===== src/rtl/sample_framer_pkg.sv =====
// Shared defaults and state encoding for the sample framer.
// Imported by the interface, the framer and its buffer.
package rf_pkg;

    localparam int DEFAULT_WIDTH = 8;
    localparam int DEFAULT_DEPTH = 16;

    typedef enum logic [1:0] {
        IDLE,
        COLLECT,
        DRAIN
    } framer_state_t;

endpackage


===== src/rtl/sample_framer_if.sv =====
// Upstream handshake, replay and status signals of the sample framer.
// The master modport is the stimulus side; the slave modport is the framer itself.
interface sample_framer_if
    import rf_pkg::*;
#(
    parameter int WIDTH = DEFAULT_WIDTH
);

    logic [WIDTH-1:0] in_data;
    logic             in_valid;
    logic             in_sof;
    logic             in_eof;
    logic             in_ready;
    logic [WIDTH-1:0] data_out;
    logic             go;
    logic             finish;
    logic             frame_err;
    logic             busy;

    modport master (
        output in_data, in_valid, in_sof, in_eof,
        input  in_ready, data_out, go, finish, frame_err, busy
    );

    modport slave (
        input  in_data, in_valid, in_sof, in_eof,
        output in_ready, data_out, go, finish, frame_err, busy
    );

endinterface


===== src/rtl/sample_framer_buffer.sv =====
// Frame storage: DEPTH x WIDTH, one synchronous write port, one combinational read port.
// Contents are deliberately left unreset.
module frame_buffer
    import rf_pkg::*;
#(
    parameter int WIDTH = DEFAULT_WIDTH,
    parameter int DEPTH = DEFAULT_DEPTH
) (
    input  logic                     clock,
    input  logic                     i_wrEn,
    input  logic [$clog2(DEPTH)-1:0] i_wrAddr,
    input  logic [WIDTH-1:0]         i_wrData,
    input  logic [$clog2(DEPTH)-1:0] i_rdAddr,
    output logic [WIDTH-1:0]         o_rdData
);

    logic [WIDTH-1:0] r_mem [DEPTH];

    always_ff @(posedge clock) begin
        if (i_wrEn) begin
            r_mem[i_wrAddr] <= i_wrData;
        end
    end

    assign o_rdData = r_mem[i_rdAddr];

endmodule


===== src/rtl/sample_framer.sv =====
// Store-and-forward framer: collects a gappy upstream frame, then replays it
// contiguously with go on the first sample and finish on the last.
module sample_framer
    import rf_pkg::*;
#(
    parameter int WIDTH = DEFAULT_WIDTH,
    parameter int DEPTH = DEFAULT_DEPTH
) (
    input logic            clock,
    input logic            reset,
    sample_framer_if.slave bus
);

    localparam int AW = $clog2(DEPTH);
    localparam int CW = AW + 1;

    framer_state_t   r_state, w_nextState;
    logic [CW-1:0]   r_count, w_nextCount;
    logic [AW-1:0]   r_rdIdx, w_nextRdIdx;
    logic            r_frameErr, w_frameErr;
    logic            r_discard, w_nextDiscard;
    logic            w_accept;
    logic            w_lastRead;
    logic            w_draining;
    logic            w_wrEn;
    logic [AW-1:0]   w_wrAddr;
    logic [WIDTH-1:0] w_rdData;

    assign w_accept   = bus.in_valid && (r_state != DRAIN);
    assign w_lastRead = ({1'b0, r_rdIdx} == (r_count - CW'(1)));

    // r_discard swallows the tail of an overflowed frame so it reports only one fault
    always_comb begin
        w_nextState   = r_state;
        w_nextCount   = r_count;
        w_nextRdIdx   = r_rdIdx;
        w_frameErr    = 1'b0;
        w_nextDiscard = r_discard;
        w_wrEn        = 1'b0;
        w_wrAddr      = '0;
        case (r_state)
            IDLE: begin
                if (w_accept) begin
                    if (bus.in_sof) begin
                        w_nextDiscard = 1'b0;
                        if (bus.in_eof) begin
                            w_frameErr = 1'b1;
                        end else begin
                            w_wrEn      = 1'b1;
                            w_nextCount = CW'(1);
                            w_nextState = COLLECT;
                        end
                    end else if (bus.in_eof) begin
                        w_frameErr    = !r_discard;
                        w_nextDiscard = 1'b0;
                    end
                end
            end
            COLLECT: begin
                if (w_accept) begin
                    if (bus.in_sof) begin
                        w_frameErr = 1'b1;
                        if (bus.in_eof) begin
                            w_nextCount = '0;
                            w_nextState = IDLE;
                        end else begin
                            w_wrEn      = 1'b1;
                            w_nextCount = CW'(1);
                        end
                    end else if (r_count == CW'(DEPTH)) begin
                        w_frameErr    = 1'b1;
                        w_nextCount   = '0;
                        w_nextState   = IDLE;
                        w_nextDiscard = !bus.in_eof;
                    end else begin
                        w_wrEn      = 1'b1;
                        w_wrAddr    = r_count[AW-1:0];
                        w_nextCount = r_count + CW'(1);
                        if (bus.in_eof) begin
                            w_nextRdIdx = '0;
                            w_nextState = DRAIN;
                        end
                    end
                end
            end
            DRAIN: begin
                if (w_lastRead) begin
                    w_nextCount = '0;
                    w_nextRdIdx = '0;
                    w_nextState = IDLE;
                end else begin
                    w_nextRdIdx = r_rdIdx + AW'(1);
                end
            end
            default: begin
                w_nextState = IDLE;
            end
        endcase
    end

    always_ff @(posedge clock) begin
        if (reset) begin
            r_state    <= IDLE;
            r_count    <= '0;
            r_rdIdx    <= '0;
            r_frameErr <= 1'b0;
            r_discard  <= 1'b0;
        end else begin
            r_state    <= w_nextState;
            r_count    <= w_nextCount;
            r_rdIdx    <= w_nextRdIdx;
            r_frameErr <= w_frameErr;
            r_discard  <= w_nextDiscard;
        end
    end

    frame_buffer #(
        .WIDTH (WIDTH),
        .DEPTH (DEPTH)
    ) u_buffer (
        .clock    (clock),
        .i_wrEn   (w_wrEn),
        .i_wrAddr (w_wrAddr),
        .i_wrData (bus.in_data),
        .i_rdAddr (r_rdIdx),
        .o_rdData (w_rdData)
    );

    // Outputs are gated by reset so nothing leaks while reset is held
    assign w_draining    = (r_state == DRAIN) && !reset;
    assign bus.in_ready  = (r_state != DRAIN);
    assign bus.data_out  = w_draining ? w_rdData : '0;
    assign bus.go        = w_draining && (r_rdIdx == '0);
    assign bus.finish    = w_draining && w_lastRead;
    assign bus.frame_err = r_frameErr && !reset;
    assign bus.busy      = (r_state != IDLE) && !reset;

endmodule


===== src/flat_wrapper.sv =====
// flat-port wrapper written by rule: the top's interface ports become plain ports
module sample_framer_flat import rf_pkg::*;
#(
    parameter int WIDTH = DEFAULT_WIDTH,
    parameter int DEPTH = DEFAULT_DEPTH
)
  (clock, reset, bus_in_data, bus_in_valid, bus_in_sof, bus_in_eof, bus_in_ready, bus_data_out, bus_go, bus_finish, bus_frame_err, bus_busy);
  sample_framer_if #(.WIDTH(WIDTH)) bus_i ();
  input logic clock;
  input logic reset;
  input wire logic [$bits(bus_i.in_data)-1:0] bus_in_data;
  input wire logic [$bits(bus_i.in_valid)-1:0] bus_in_valid;
  input wire logic [$bits(bus_i.in_sof)-1:0] bus_in_sof;
  input wire logic [$bits(bus_i.in_eof)-1:0] bus_in_eof;
  output wire logic [$bits(bus_i.in_ready)-1:0] bus_in_ready;
  output wire logic [$bits(bus_i.data_out)-1:0] bus_data_out;
  output wire logic [$bits(bus_i.go)-1:0] bus_go;
  output wire logic [$bits(bus_i.finish)-1:0] bus_finish;
  output wire logic [$bits(bus_i.frame_err)-1:0] bus_frame_err;
  output wire logic [$bits(bus_i.busy)-1:0] bus_busy;
  assign bus_i.in_data = bus_in_data;
  assign bus_i.in_valid = bus_in_valid;
  assign bus_i.in_sof = bus_in_sof;
  assign bus_i.in_eof = bus_in_eof;
  assign bus_in_ready = bus_i.in_ready;
  assign bus_data_out = bus_i.data_out;
  assign bus_go = bus_i.go;
  assign bus_finish = bus_i.finish;
  assign bus_frame_err = bus_i.frame_err;
  assign bus_busy = bus_i.busy;
  sample_framer #(.WIDTH(WIDTH), .DEPTH(DEPTH)) u_core (.clock(clock), .reset(reset), .bus(bus_i));
endmodule

===== config.mk =====
export PLATFORM = sky130hd
export DESIGN_NAME = sample_framer_flat
export DESIGN_NICKNAME = d
export VERILOG_FILES = /design/src/rtl/sample_framer_pkg.sv /design/src/rtl/sample_framer_if.sv /design/src/rtl/sample_framer_buffer.sv /design/src/rtl/sample_framer.sv /design/src/flat_wrapper.sv
export SDC_FILE = /design/constraint.sdc
export NUM_CORES = 1
export LEC_CHECK = 0
export ABC_CLOCK_PERIOD_IN_PS = 2400
export CORE_UTILIZATION = 54
export DETAILED_ROUTE_END_ITERATION = 6
export PLACE_DENSITY = 0.75
export SLEW_MARGIN = 20
export SYNTH_ARGS = -nofsm -noshare
export SYNTH_HDL_FRONTEND = slang
export SYNTH_SLANG_ARGS = --single-unit

===== constraint.sdc =====
create_clock -name clock -period 2.4 [get_ports clock]
set_input_delay 0.6 -clock clock [delete_from_list [all_inputs] [get_ports clock]]
set_output_delay 0.6 -clock clock [all_outputs]
set_load 0.03 [all_outputs]

==> reports/results.ini, run 1 <==
[global_routing]
grt_pass1_wl_mm=20.7
antenna_found_initial=0
grt.total_usage_pct=25.6
grt_pass1_vias=3598
grt_max_degree=21
grt_overflow=0

[logic_synthesis]
yosys.area_share.simple_pct=7.13
synth_common_cells=edfxtp_1, mux4_2, nor2_1
synth_largest_area_cell=edfxtp_1
yosys_warnings=0
synth_nets=373
synth_top_family_by_area=multiplexers
synth-compound-area-share_pct=4.23
synth_xor_area_share_pct=0.719
synthArstFlopShare_pct=0
syn_inst=352
synth-edff-count=128
synth_fa_ha_area_share_pct=1.64
synth.avg_cell_area_um2=17.3
synth_top_area_share_pct=63.1
yosysMostFrequentCell=edfxtp_1
syn_area_mm2=0.00609
ys_types=46
ys_seq_area_share_pct=68.7
synthMuxAreaShare_pct=15.5
ys_top_cells_by_area=edfxtp_1, mux4_2, dfxtp_1, nor2_1, ha_1
synth_ff_type=edfxtp_1
ys_ff_latch=145

[power]
pwr_density_cell_mw_per_mm2=817
fin_total_pwr_mw=6.29
ir_drop_mv=0.564
power_leakage_nw=2.59

[critical_path]
cpMaxStageDelayCell=mux4_2
critPathLaunchType=register
slowest_delay_ps=520
required_ps=1800
worstSetupEndpointType=primary output
worstSetupPathType=reg -> out
path_buf_inv=2
cp_max_fo=8
critical_path.most_common_cell=mux4_2
path_cells=buf_12, mux4_2, mux4_2, nor2b_4, buf_6
r2r_slack_ps=240
cp_top_family=multiplexers
critical_path_arrival_ps=2320

[placed_design]
dpl.hpwl_mm=8.34
gp_congestion=0.842
portBuffers=25
dp.cells=552
placed_cell_area_mm2=0.00687
post-place-ws_ps=-172

[die]
fp.dieW_um=108
die-area_mm2=0.0117
design.portCount=26
core_mm2=0.0109
row_count=38
die_h_um=108
start_util_pct=55.7

[clocking]
cts_tree=done
clk_latency_ps=410
cts_root_buf=clkbuf_16
cts_made_buffers=17
clockBufferDepth=2
holdBufCountCts=0
htree_num_levels=4
cts_sinks=145
clk_pin_slew_worst_paths_ps=60

[sta]
setup_violations=9
post-route-period-util_pct=121
worst_pin_slew_ps=594
relSlewSlack_pct=60.4
fin_worst_skew_ps=5.65
setup_slack_ps=-516
timing.fmax_mhz=343
period_minus_slack_ps=2920
maxSlewViolCount=0
hold_viol_final=0
whs_ps=510
tns_ps=-3970
rsz0062_at_grt=yes

[cells_and_area]
drive_gt1_share_pct=36.7
final_core_util_pct=70.4
nets=460
fillers=696
areaGrowthSynthToFinish_pct=26.4
seqCellArea_mm2=0.00419
antenna_cells=0
instances_no_fill=592
fin_area_mm2=0.00770
multi_input_comb_area_mm2=0.00189

[outcome]
violations=setup timing
outcome=finished with violations

[min_path]
min_path_type=reg -> reg

[routing]
firstDrtPassIters=4
via_per_inst=5.93
wl_per_cell_um=23.1
postRouteAntennaNets=0
vias=3509
wl_mm=13.7
drt_iter0_markers=309
drc=0

[job]
drv_cap=0

-- per-layer routing --
metal | vias up | routed length, um | track usage (%)
met5 | - | 0 | 0
li1 | 1576 | - | -
met2 | 150 | 7100 | 44.0
met3 | 30 | 1200 | 5.49
met1 | 1753 | 5030 | 31.9
met4 | 0 | 336 | 9.69
-- tightest hold or removal path: cells and delay by family, from the launching register on --
kind,cells,cell delay (ps)
AND/OR/NAND/NOR,1,80
multiplexers,1,70
flip-flops,1,330
-- timing repair --
item	in CTS	in global routing
endpoints found under the hold margin	0	0
endpoints found under the setup margin	11	19
cloned	2	0
gates resized for setup	30	6
pin swaps	4	3
buffers inserted	2	6
-- power by group --
part	switching, mW	total [mW]	internal [mW]
logic	0.407	0.747	0.340
clock network	0.998	2.74	1.74
registers	0.0228	2.81	2.79
total	1.43	6.29	4.86
-- state kept, by name, indices dropped and copies added (netlist names), named ones only --
register and flops:
u_core.r_count 5, u_core.r_discard 1, u_core.r_frameErr 1, u_core.r_rdIdx 4, u_core.r_state 2, u_core.u_buffer.r_mem 128
-- worst paths after layout --
kind	cells past startpoint	start	endpoint
worst min register to register	2	u_core.r_discard$_SDFFE_PP0P_	u_core.r_discard$_SDFFE_PP0P_
worst max register to register	8	u_core.r_state[1]$_SDFFE_PP0P_	u_core.u_buffer.r_mem[2][2]$_DFFE_PP_
worst min-delay path	2	u_core.r_discard$_SDFFE_PP0P_	u_core.r_discard$_SDFFE_PP0P_
worst max-delay path	5	register	bus_data_out[1]
-- cell families (layout without fill, tap and decap cells) --
group,Yosys count,count (layout)
xor gates and xnor gates,5,5
DFF,145,145
muxes,44,44
AOI/OAI and AO/OA,36,36
and+or+nand+nor,87,87
buffers and inverters,27,127
adders and majority gates,8,8
-- area by class of cell --
type                            instances  area share [%]
Timing Repair Buffer                   84            10.1
Multi-Input combinational cell        180            24.6
Inverter                               11           0.536
Clock buffer                           18            5.57
Tap cell                              140            2.28
Clock inverter                         14            2.44
Sequential cell                       145            54.5
-- cell usage in the layout, fill, tap and decap left out, types with 3 or more instances in the layout --
cell	count
edfxtp_1	128
buf_4	54
mux4_2	40
nor2_1	31
clkbuf_16	17
dfxtp_1	12
clkdlybuf4s50_1	12
buf_6	11
nand2_1	10
nand3_1	10
inv_1	9
nor2b_1	7
a21oi_1	7
nor2b_4	6
buf_12	6
o21ai_1	5
ha_1	5
and2_1	4
nand4_1	4
bufinv_16	4
dfxtp_2	4
mux2i_1	3
Power figures use the tool's default switching activity.
==> run 2: changes to the inputs <==
ABC_CLOCK_PERIOD_IN_PS = 3000   (was 2400)
CORE_UTILIZATION = 60   (was 54)
PLACE_DENSITY = 0.79   (was 0.75)
clock period = 3 ns   (was 2.4 ns; I/O delays follow)
==> run 2 against run 1 <==
Against the previous run: first-iteration DRC count up 12%; non-clock buffer count is 24 lower; via count grew 2.3%; highest routed layer unchanged; flip-flop and latch count is the same; the flow still finishes with violations (setup timing).
==> reports/results.ini, run 2 (same netlist as run 1, synthesis figures left out) <==
[cells_and_area]
reg.largest.list=u_core.u_buffer.r_mem (128), u_core.r_count (5), u_core.r_rdIdx (4)
seqCellArea_mm2=0.00419
antenna_cells=0
final_cell_mix=edfxtp_1, mux4_2, nor2_1, buf_4, clkbuf_16
layout_commonest_cell=edfxtp_1
largest_register_ffs=128
nets=436
fillers=569
drive_gt1_share_pct=30.1
multi_input_comb_area_mm2=0.00182
regMostFlops=u_core.u_buffer.r_mem
final_core_util_pct=76.2
areaGrowthSynthToFinish_pct=22.9
instances_no_fill=561

[global_routing]
grt_pass1_wl_mm=21.7
grt.total_usage_pct=31.0
antenna_found_initial=0
grt_max_degree=33
grt_overflow=0
grt_pass1_vias=3519

[routing]
drt_iter0_markers=347
via_per_inst=6.40
firstDrtPassIters=5
wl_per_cell_um=26.1
postRouteAntennaNets=0
drc=0
wl_mm=14.6
vias=3588

[die]
die-area_mm2=0.0106
die_h_um=103
row_count=36
fp.dieW_um=103
start_util_pct=62.0
core_mm2=0.00982
design.portCount=26

[clocking]
cts_root_buf=clkbuf_8
cts_made_buffers=17
htree_num_levels=4
holdBufCountCts=0
clk_latency_ps=530
cts_tree=done
clk_pin_slew_worst_paths_ps=60
cts_sinks=145
clockBufferDepth=2

[sta]
rsz0062_at_grt=yes
maxSlewViolCount=0
post-route-period-util_pct=111
worst_pin_slew_ps=879
whs_ps=527
setup_violations=8
hold_viol_final=0
fin_worst_skew_ps=6.28
period_minus_slack_ps=3330
setup_slack_ps=-328
relSlewSlack_pct=41.2
timing.fmax_mhz=300

[placed_design]
dp.cells=521
dpl.hpwl_mm=7.89
gp_congestion=0.806
portBuffers=25

[critical_path]
cpMaxStageDelayCell=mux4_2
worstSetupEndpointType=primary output
path_buf_inv=4
critPathLaunchType=register
cp_top_family=multiplexers
required_ps=2250
critical_path_arrival_ps=2580
cp_max_fo=6
slowest_delay_ps=560
worstSetupPathType=reg -> out
path_cells=buf_12, buf_12, buf_16, mux4_2, mux4_2, nor2b_4, buf_6

[power]
ir_drop_mv=0.482
p_seq_share_pct=44.6
switchingPower_mw=1.20
pwr-share-clk_pct=44.3
swShare_pct=23.8
power_leakage_nw=2.47
fin_total_pwr_mw=5.03
p_int_mw=3.83
pwr_density_cell_mw_per_mm2=672
p_comb_share_pct=11.1

[outcome]
outcome=finished with violations
violations=setup timing

[job]
drv_cap=0

[min_path]
min_path_type=reg -> reg

run 2: worst reg2reg max path, stage by stage (launching register included):
cell,delay (ps)
dfxtp_1,350
inv_1,90
ha_1,320
nor2b_1,270
and2_1,180
o221ai_1,150
nor2_1,690
run 2: worst paths after layout:
| kind | start | endpoint | slack (ps) | depth (start not counted) |
|---|---|---|---|---|
| max | register | bus_data_out[0] | -330 | 7 |
| min | u_core.r_discard$_SDFFE_PP0P_ | u_core.r_discard$_SDFFE_PP0P_ | 530 | 2 |
| max reg2reg | u_core.r_state[1]$_SDFFE_PP0P_ | u_core.u_buffer.r_mem[0][5]$_DFFE_PP_ | 570 | 6 |
| min reg2reg | u_core.r_discard$_SDFFE_PP0P_ | u_core.r_discard$_SDFFE_PP0P_ | 530 | 2 |
run 2: area by class of cell:
class	instances	area share, %
Multi-Input combinational cell	180	24.3
Timing Repair Buffer	60	8.58
Tap cell	133	2.22
Inverter	11	0.552
Sequential cell	145	56.0
Clock inverter	13	2.71
Clock buffer	19	5.63
run 2: routing by layer:
metal  up-vias  track usage, %  part of all wire [%]
met4         0            13.0                   2.5
met1      1815            41.5                    39
met2       207            49.3                    50
met3        32            7.53                   8.3
li1       1534               -                     -
met5         -               0                     0
run 2: power groups by stage:
stage / Sequential (mW) / Combinational [mW] / Clock, mW
after global placement: 2.29 / 0.500 / 0
after floorplan: 2.29 / 0.340 / 0
after global routing: 2.25 / 0.607 / 2.33
after detailed placement: 2.29 / 0.512 / 0
final: 2.25 / 0.557 / 2.23
after CTS: 2.25 / 0.540 / 2.24
run 2: per-stage QoR:
step | worst slack, ps | instance area (um2) | setup TNS [ps]
after global routing | -388 | 7480 | -2820
after detailed placement | 152 | 6630 | 0
after floorplan | 87.6 | 6090 | 0
final | -328 | 7480 | -2310
after global placement | 218 | 6630 | 0
after CTS | -315 | 7450 | -2420
run 2: timing repair:
| item | in CTS | in global routing |
|---|---|---|
| pin swaps | 0 | 0 |
| setup buffers | 5 | 1 |
| setup endpoints to repair | 9 | 9 |
| cloned | 4 | 0 |
| resized for setup | 7 | 20 |
